`src/rtl/serial_adder_pkg.sv`:
```
// Shared types and helpers for the bit-serial adder: FSM state encoding and
// the counter-width rule.
package serial_adder_pkg;

    typedef enum logic [1:0] {
        S_IDLE   = 2'd0,
        S_RUN    = 2'd1,
        S_DONE   = 2'd2,
        S_UNUSED = 2'd3
    } state_e;

    localparam int DEFAULT_WIDTH = 8;

    // Bit counter must reach WIDTH-1; guard the degenerate $clog2 result.
    function automatic int cnt_width(input int width);
        return (width < 2) ? 1 : $clog2(width);
    endfunction

endpackage

```
`src/rtl/serial_adder_if.sv`:
```
// Request/result bundle between a requester and the bit-serial adder.
interface serial_adder_if #(
    parameter int WIDTH = 8
);

    // Start is a request that the adder accepts only while idle, with no
    // back-pressure signal: a Start seen while Busy or Done is dropped. Done is
    // a one-cycle pulse. Result/CarryOut are valid with Done and stay unchanged
    // until the next accepted Start completes.
    logic             Start;
    logic [WIDTH-1:0] OpA;
    logic [WIDTH-1:0] OpB;
    logic             Busy;
    logic             Done;
    logic [WIDTH-1:0] Result;
    logic             CarryOut;

    modport master (
        output Start, OpA, OpB,
        input  Busy, Done, Result, CarryOut
    );

    modport slave (
        input  Start, OpA, OpB,
        output Busy, Done, Result, CarryOut
    );

endinterface

```
`src/rtl/full_adder_cell.sv`:
```
// Full adder built from two half adders; the only arithmetic in the serial adder.
module full_adder_cell (
    input  logic a,
    input  logic b,
    input  logic cin,
    output logic s,
    output logic cout
);

    logic s0;
    logic c0;
    logic c1;

    half_adder u_ha0 (
        .a (a),
        .b (b),
        .s (s0),
        .c (c0)
    );

    half_adder u_ha1 (
        .a (s0),
        .b (cin),
        .s (s),
        .c (c1)
    );

    // Both half-adder carries can never be high together, so OR is exact.
    assign cout = c0 | c1;

endmodule

```
`src/rtl/half_adder.sv`:
```
// Single-bit half adder: the basic cell upstream of the serial adder.
module half_adder (
    input  logic a,
    input  logic b,
    output logic s,
    output logic c
);

    assign s = a ^ b;
    assign c = a & b;

endmodule

```
`src/rtl/serial_adder.sv`:
```
// Bit-serial adder: captures two operands on Start, adds them LSB-first one
// bit per clock, and presents Result/CarryOut with a one-cycle Done pulse.
module serial_adder
    import serial_adder_pkg::*;
#(
    parameter int WIDTH = DEFAULT_WIDTH
) (
    input  logic            Clk,
    input  logic            Rst,
    serial_adder_if.slave   bus,
    output state_e          dbg_state
);

    localparam int                CW   = cnt_width(WIDTH);
    localparam logic [CW-1:0]     LAST = CW'(WIDTH - 1);

    state_e           state_q,  state_d;
    logic [WIDTH-1:0] opa_q,    opa_d;
    logic [WIDTH-1:0] opb_q,    opb_d;
    logic [WIDTH-1:0] sum_sh_q, sum_sh_d;
    logic [WIDTH-1:0] result_q, result_d;
    logic             carry_q,  carry_d;
    logic             cout_q,   cout_d;
    logic [CW-1:0]    cnt_q,    cnt_d;

    logic             fa_s;
    logic             fa_cout;

    full_adder_cell u_fa (
        .a    (opa_q[0]),
        .b    (opb_q[0]),
        .cin  (carry_q),
        .s    (fa_s),
        .cout (fa_cout)
    );

    always_comb begin
        state_d  = state_q;
        opa_d    = opa_q;
        opb_d    = opb_q;
        sum_sh_d = sum_sh_q;
        result_d = result_q;
        carry_d  = carry_q;
        cout_d   = cout_q;
        cnt_d    = cnt_q;

        case (state_q)
            S_IDLE: begin
                if (bus.Start) begin
                    state_d = S_RUN;
                    opa_d   = bus.OpA;
                    opb_d   = bus.OpB;
                    carry_d = 1'b0;
                    cnt_d   = '0;
                end
            end
            S_RUN: begin
                // Sum bits enter at the MSB so WIDTH shifts leave bit 0 at the LSB.
                sum_sh_d = {fa_s, sum_sh_q[WIDTH-1:1]};
                carry_d  = fa_cout;
                opa_d    = opa_q >> 1;
                opb_d    = opb_q >> 1;
                cnt_d    = cnt_q + CW'(1);
                if (cnt_q == LAST) begin
                    state_d  = S_DONE;
                    result_d = {fa_s, sum_sh_q[WIDTH-1:1]};
                    cout_d   = fa_cout;
                end
            end
            S_DONE: begin
                state_d = S_IDLE;
            end
            default: begin
                state_d = S_IDLE;
            end
        endcase
    end

    always_ff @(posedge Clk) begin
        if (Rst) begin
            state_q  <= S_IDLE;
            opa_q    <= '0;
            opb_q    <= '0;
            sum_sh_q <= '0;
            result_q <= '0;
            carry_q  <= 1'b0;
            cout_q   <= 1'b0;
            cnt_q    <= '0;
        end else begin
            state_q  <= state_d;
            opa_q    <= opa_d;
            opb_q    <= opb_d;
            sum_sh_q <= sum_sh_d;
            result_q <= result_d;
            carry_q  <= carry_d;
            cout_q   <= cout_d;
            cnt_q    <= cnt_d;
        end
    end

    assign bus.Busy     = (state_q == S_RUN);
    assign bus.Done     = (state_q == S_DONE);
    assign bus.Result   = result_q;
    assign bus.CarryOut = cout_q;
    assign dbg_state    = state_q;

endmodule

```
`src/flat_wrapper.sv`:
```
// flat-port wrapper written by rule: the top's interface ports become plain ports
module serial_adder_flat import serial_adder_pkg::*;
#(
    parameter int WIDTH = DEFAULT_WIDTH
)
  (Clk, Rst, dbg_state, bus_Start, bus_OpA, bus_OpB, bus_Busy, bus_Done, bus_Result, bus_CarryOut);
  serial_adder_if #(.WIDTH(WIDTH)) bus_i ();
  input  logic Clk;
  input  logic Rst;
  output state_e dbg_state;
  input wire logic [$bits(bus_i.Start)-1:0] bus_Start;
  input wire logic [$bits(bus_i.OpA)-1:0] bus_OpA;
  input wire logic [$bits(bus_i.OpB)-1:0] bus_OpB;
  output wire logic [$bits(bus_i.Busy)-1:0] bus_Busy;
  output wire logic [$bits(bus_i.Done)-1:0] bus_Done;
  output wire logic [$bits(bus_i.Result)-1:0] bus_Result;
  output wire logic [$bits(bus_i.CarryOut)-1:0] bus_CarryOut;
  assign bus_i.Start = bus_Start;
  assign bus_i.OpA = bus_OpA;
  assign bus_i.OpB = bus_OpB;
  assign bus_Busy = bus_i.Busy;
  assign bus_Done = bus_i.Done;
  assign bus_Result = bus_i.Result;
  assign bus_CarryOut = bus_i.CarryOut;
  serial_adder #(.WIDTH(WIDTH)) u_core (.Clk(Clk), .Rst(Rst), .bus(bus_i), .dbg_state(dbg_state));
endmodule
```
`config.mk`:
```
export PLATFORM = sky130hd
export DESIGN_NAME = serial_adder_flat
export DESIGN_NICKNAME = d
export VERILOG_FILES = /design/src/rtl/serial_adder_pkg.sv /design/src/rtl/serial_adder_if.sv /design/src/rtl/full_adder_cell.sv /design/src/rtl/half_adder.sv /design/src/rtl/serial_adder.sv /design/src/flat_wrapper.sv
export SDC_FILE = /design/constraint.sdc
export NUM_CORES = 1
export LEC_CHECK = 0
export CAP_MARGIN = 5
export CORE_MARGIN = 8
export CORE_UTILIZATION = 50
export CTS_CLUSTER_DIAMETER = 60
export CTS_CLUSTER_SIZE = 25
export DETAILED_ROUTE_END_ITERATION = 8
export HOLD_SLACK_MARGIN = 0.02
export PLACE_DENSITY = 0.78
export SLEW_MARGIN = 40
export SYNTH_ARGS = -nofsm -noshare
export SYNTH_HDL_FRONTEND = slang
export SYNTH_SLANG_ARGS = --single-unit
```
`constraint.sdc`:
```
create_clock -name Clk -period 3.8 [get_ports Clk]
set_input_delay 0.95 -clock Clk [delete_from_list [all_inputs] [get_ports Clk]]
set_output_delay 0.95 -clock Clk [all_outputs]
set_load 0.02 [all_outputs]
```
==> results_dict.tcl <==
set metrics [dict create \
    setup_viol 0 \
    finalPower_uw 703 \
    synth_seq_area_share_pct 47.6 \
    clock_path_buffers 2 \
    grt_pass1_wl_um 5110 \
    worst_pin_slew_ns 0.674 \
    stdcell_count 237 \
    peakVddDrop_uv 208 \
    syn_inst 165 \
    max_slew_margin_pct 55.1 \
    crit_chain "nand2b_1 > inv_2 > clkdlybuf4s50_1" \
    fp.dieH_um 72.5 \
    drt_drc_violations_left 0 \
    crit_path_max_incr_delay_ns 0.64 \
    worstSetupStartpoint "u_core.dbg_state[1]$_SDFFE_PP0P_" \
    clock_skew_ns 0.00372 \
    cts_resized 0 \
    worstPathMaxFanout 12 \
    ctsHtreeMaxLevel 2 \
    outcome "finished, final reports clean" \
    multi_input_area_um2 733 \
    min_from "u_core.bus.Result[6]$_SDFFE_PP0P_" \
    cts_buffers 5 \
    cts_tree "yes" \
    grt.overflow.total 0 \
    synthToLayoutAreaGrowth_pct 20.5 \
    final_max_slew_viol_count 0 \
    post-cts-setup-buffers 0 \
    layout_commonest_cell "dfxtp_1" \
    io_pins 32 \
    cp.arrival_ns 1.85 \
    ctsHoldBuffers 0 \
    rows 20 \
    synth_area_um2 1600 \
    drive_gt1_share_pct 11.4 \
    synth-seq-cells 38 \
    tns_ns 0 \
    cp_slowest_cell "clkdlybuf4s50_1" \
    hold_viol_final 0 \
    worstPathRequired_ns 2.85 \
    min_path_type "register to register" \
    ant_nets 0 \
    grt_pass1_vias 1152 \
    path_class "register to output pin" \
    io_buffer_count 31 \
    antenna_found_initial 0 \
    die_x_um 72.5 \
    grt_use_total_pct 12.1 \
    regArea_um2 761 \
    final_cell_mix "38 x dfxtp_1, 32 x nand2_1, 31 x clkdlybuf4s50_1, 21 x nor2_1, 16 x a21oi_1" \
    insertion_delay_ns 0.33 \
    clk_pin_slew_ns 0.10 \
    crit_path_end_kind "output pin" \
    leakagePower_uw 0.000698 \
    dpl_cell_area_um2 1880 \
    routabilityCongestion 0.748 \
    clockRootBuffer "clkbuf_4" \
    grt_max_degree 39 \
    wire_per_inst_um 12.5 \
    dpl.hpwl_um 2150 \
    nFillCells 289 \
    yosys.cell_types.count 23 \
    maxCapViolations 0 \
    nets 215 \
    dieArea_um2 5260 \
    fmax_mhz 357 \
    dp.cells 230 \
    initialDrtViolationCount 69 \
    grt_setup_unrepaired "false" \
    antennaDiodeCount 0 \
    totalWireLength_um 2960 \
    cts.sinks 38 \
    via_per_inst 5.13 \
    min_period_ns 2.80 \
    cp-start-kind "register" \
    yosys_warnings 0 \
    p_per_area_nw_per_um2 366 \
    synth_fp_nets 187 \
    reg2reg_from "u_core.dbg_state[0]$_SDFFE_PP0P_" \
    syn_avg_cell_area_um2 9.68 \
    via_count 1216 \
    fin_crit_sh_pct 73.8 \
    start_util_pct 52.3 \
    final_area_um2 1920 \
    dr.pass1.iters 4 \
    core_area_um2 3050 \
]
-- critical path, delay by kind of cell, from the launching register on --
family / cells / cell delay, ns
flip-flops: 1 / 0.37
AND/OR/NAND/NOR: 1 / 0.29
buffers and inverters: 2 / 0.86
-- area by class of cell --
class / instances / area share, %
clock buffers: 7 / 2.34
flip-flops and latches: 38 / 39.6
multi-input cells: 114 / 38.1
inverters: 1 / 0.195
well taps: 44 / 2.86
repair buffers: 33 / 16.9
-- stage by stage --
step	worst slack, ns	utilization, %	hold slack [ns]
CTS	0.969	63.0	0.463
global route	0.861	63.0	0.476
floorplan	1.78	-	0.432
global placement	1.39	61.5	0.443
finish	0.996	63.0	0.458
detailed placement	1.34	61.5	0.449
-- state kept, by name, summed over array words and instances (netlist names) --
signal,cells
u_core.opa_q,8
u_core.carry_q,1
u_core.bus.CarryOut,1
u_core.bus.Result,8
u_core.cnt_q,3
u_core.sum_sh_q,7
u_core.dbg_state,2
u_core.opb_q,8
-- per-layer routing --
metal / track usage, % / share of wire, %
met1: 13.6 / 44
met2: 19.4 / 48
met3: 4.82 / 6.9
met4: 6.00 / 1.5
met5: 0 / 0
-- cells in the mapped netlist --
cell type  number  area, um^2
a211oi_2       10         125
dfxtp_1        38         761
inv_2           1        3.75
buf_6           4        45.0
nor2_1         21        78.8
o21bai_1        1        7.51
a21oi_1        16        80.1
clkbuf_1        3        11.3
nand3b_2        1        11.3
mux2i_1        14         140
a211oi_1        6        45.0
nor3b_1         1        7.51
o21ba_2         1        10.0
and2b_2         1        8.76
buf_12          1        20.0
a22oi_1         5        37.5
nand2b_1        1        6.26
fa_1            1        20.0
and3b_2         1        10.0
buf_4           1        7.51
nand2_1        32         120
buf_2           3        15.0
ha_1            2        25.0
-- path summary, 6_finish.rpt --
path              slack (ns)                                end  depth (start not counted)
setup / recovery         1.0                           bus_Busy                          3
hold / removal          0.46  u_core.bus.Result[6]$_SDFFE_PP0P_                          2
setup reg to reg        2.09       u_core.opa_q[3]$_SDFFE_PP0P_                          4
hold reg to reg         0.46  u_core.bus.Result[6]$_SDFFE_PP0P_                          2
-- cell families (layout without fill, tap and decap cells) --
kind of cell	Yosys count	count (layout)	synth area share, %
buf+inv	13	41	6.43
fa+ha+maj	3	3	2.82
compound gates	39	39	19.1
mux	14	14	8.78
flops	38	38	47.6
simple gates	58	58	15.2
-- where the power goes --
part	total, uW	internal (uW)	leakage (uW)	switching [uW]
clock	183	69.8	0.0000254	113
combinational	93.8	46.4	0.000362	47.4
sequential	426	416	0.000311	10.0
total	703	532	0.000698	171
No activity file was read; power rests on OpenSTA's default activity.
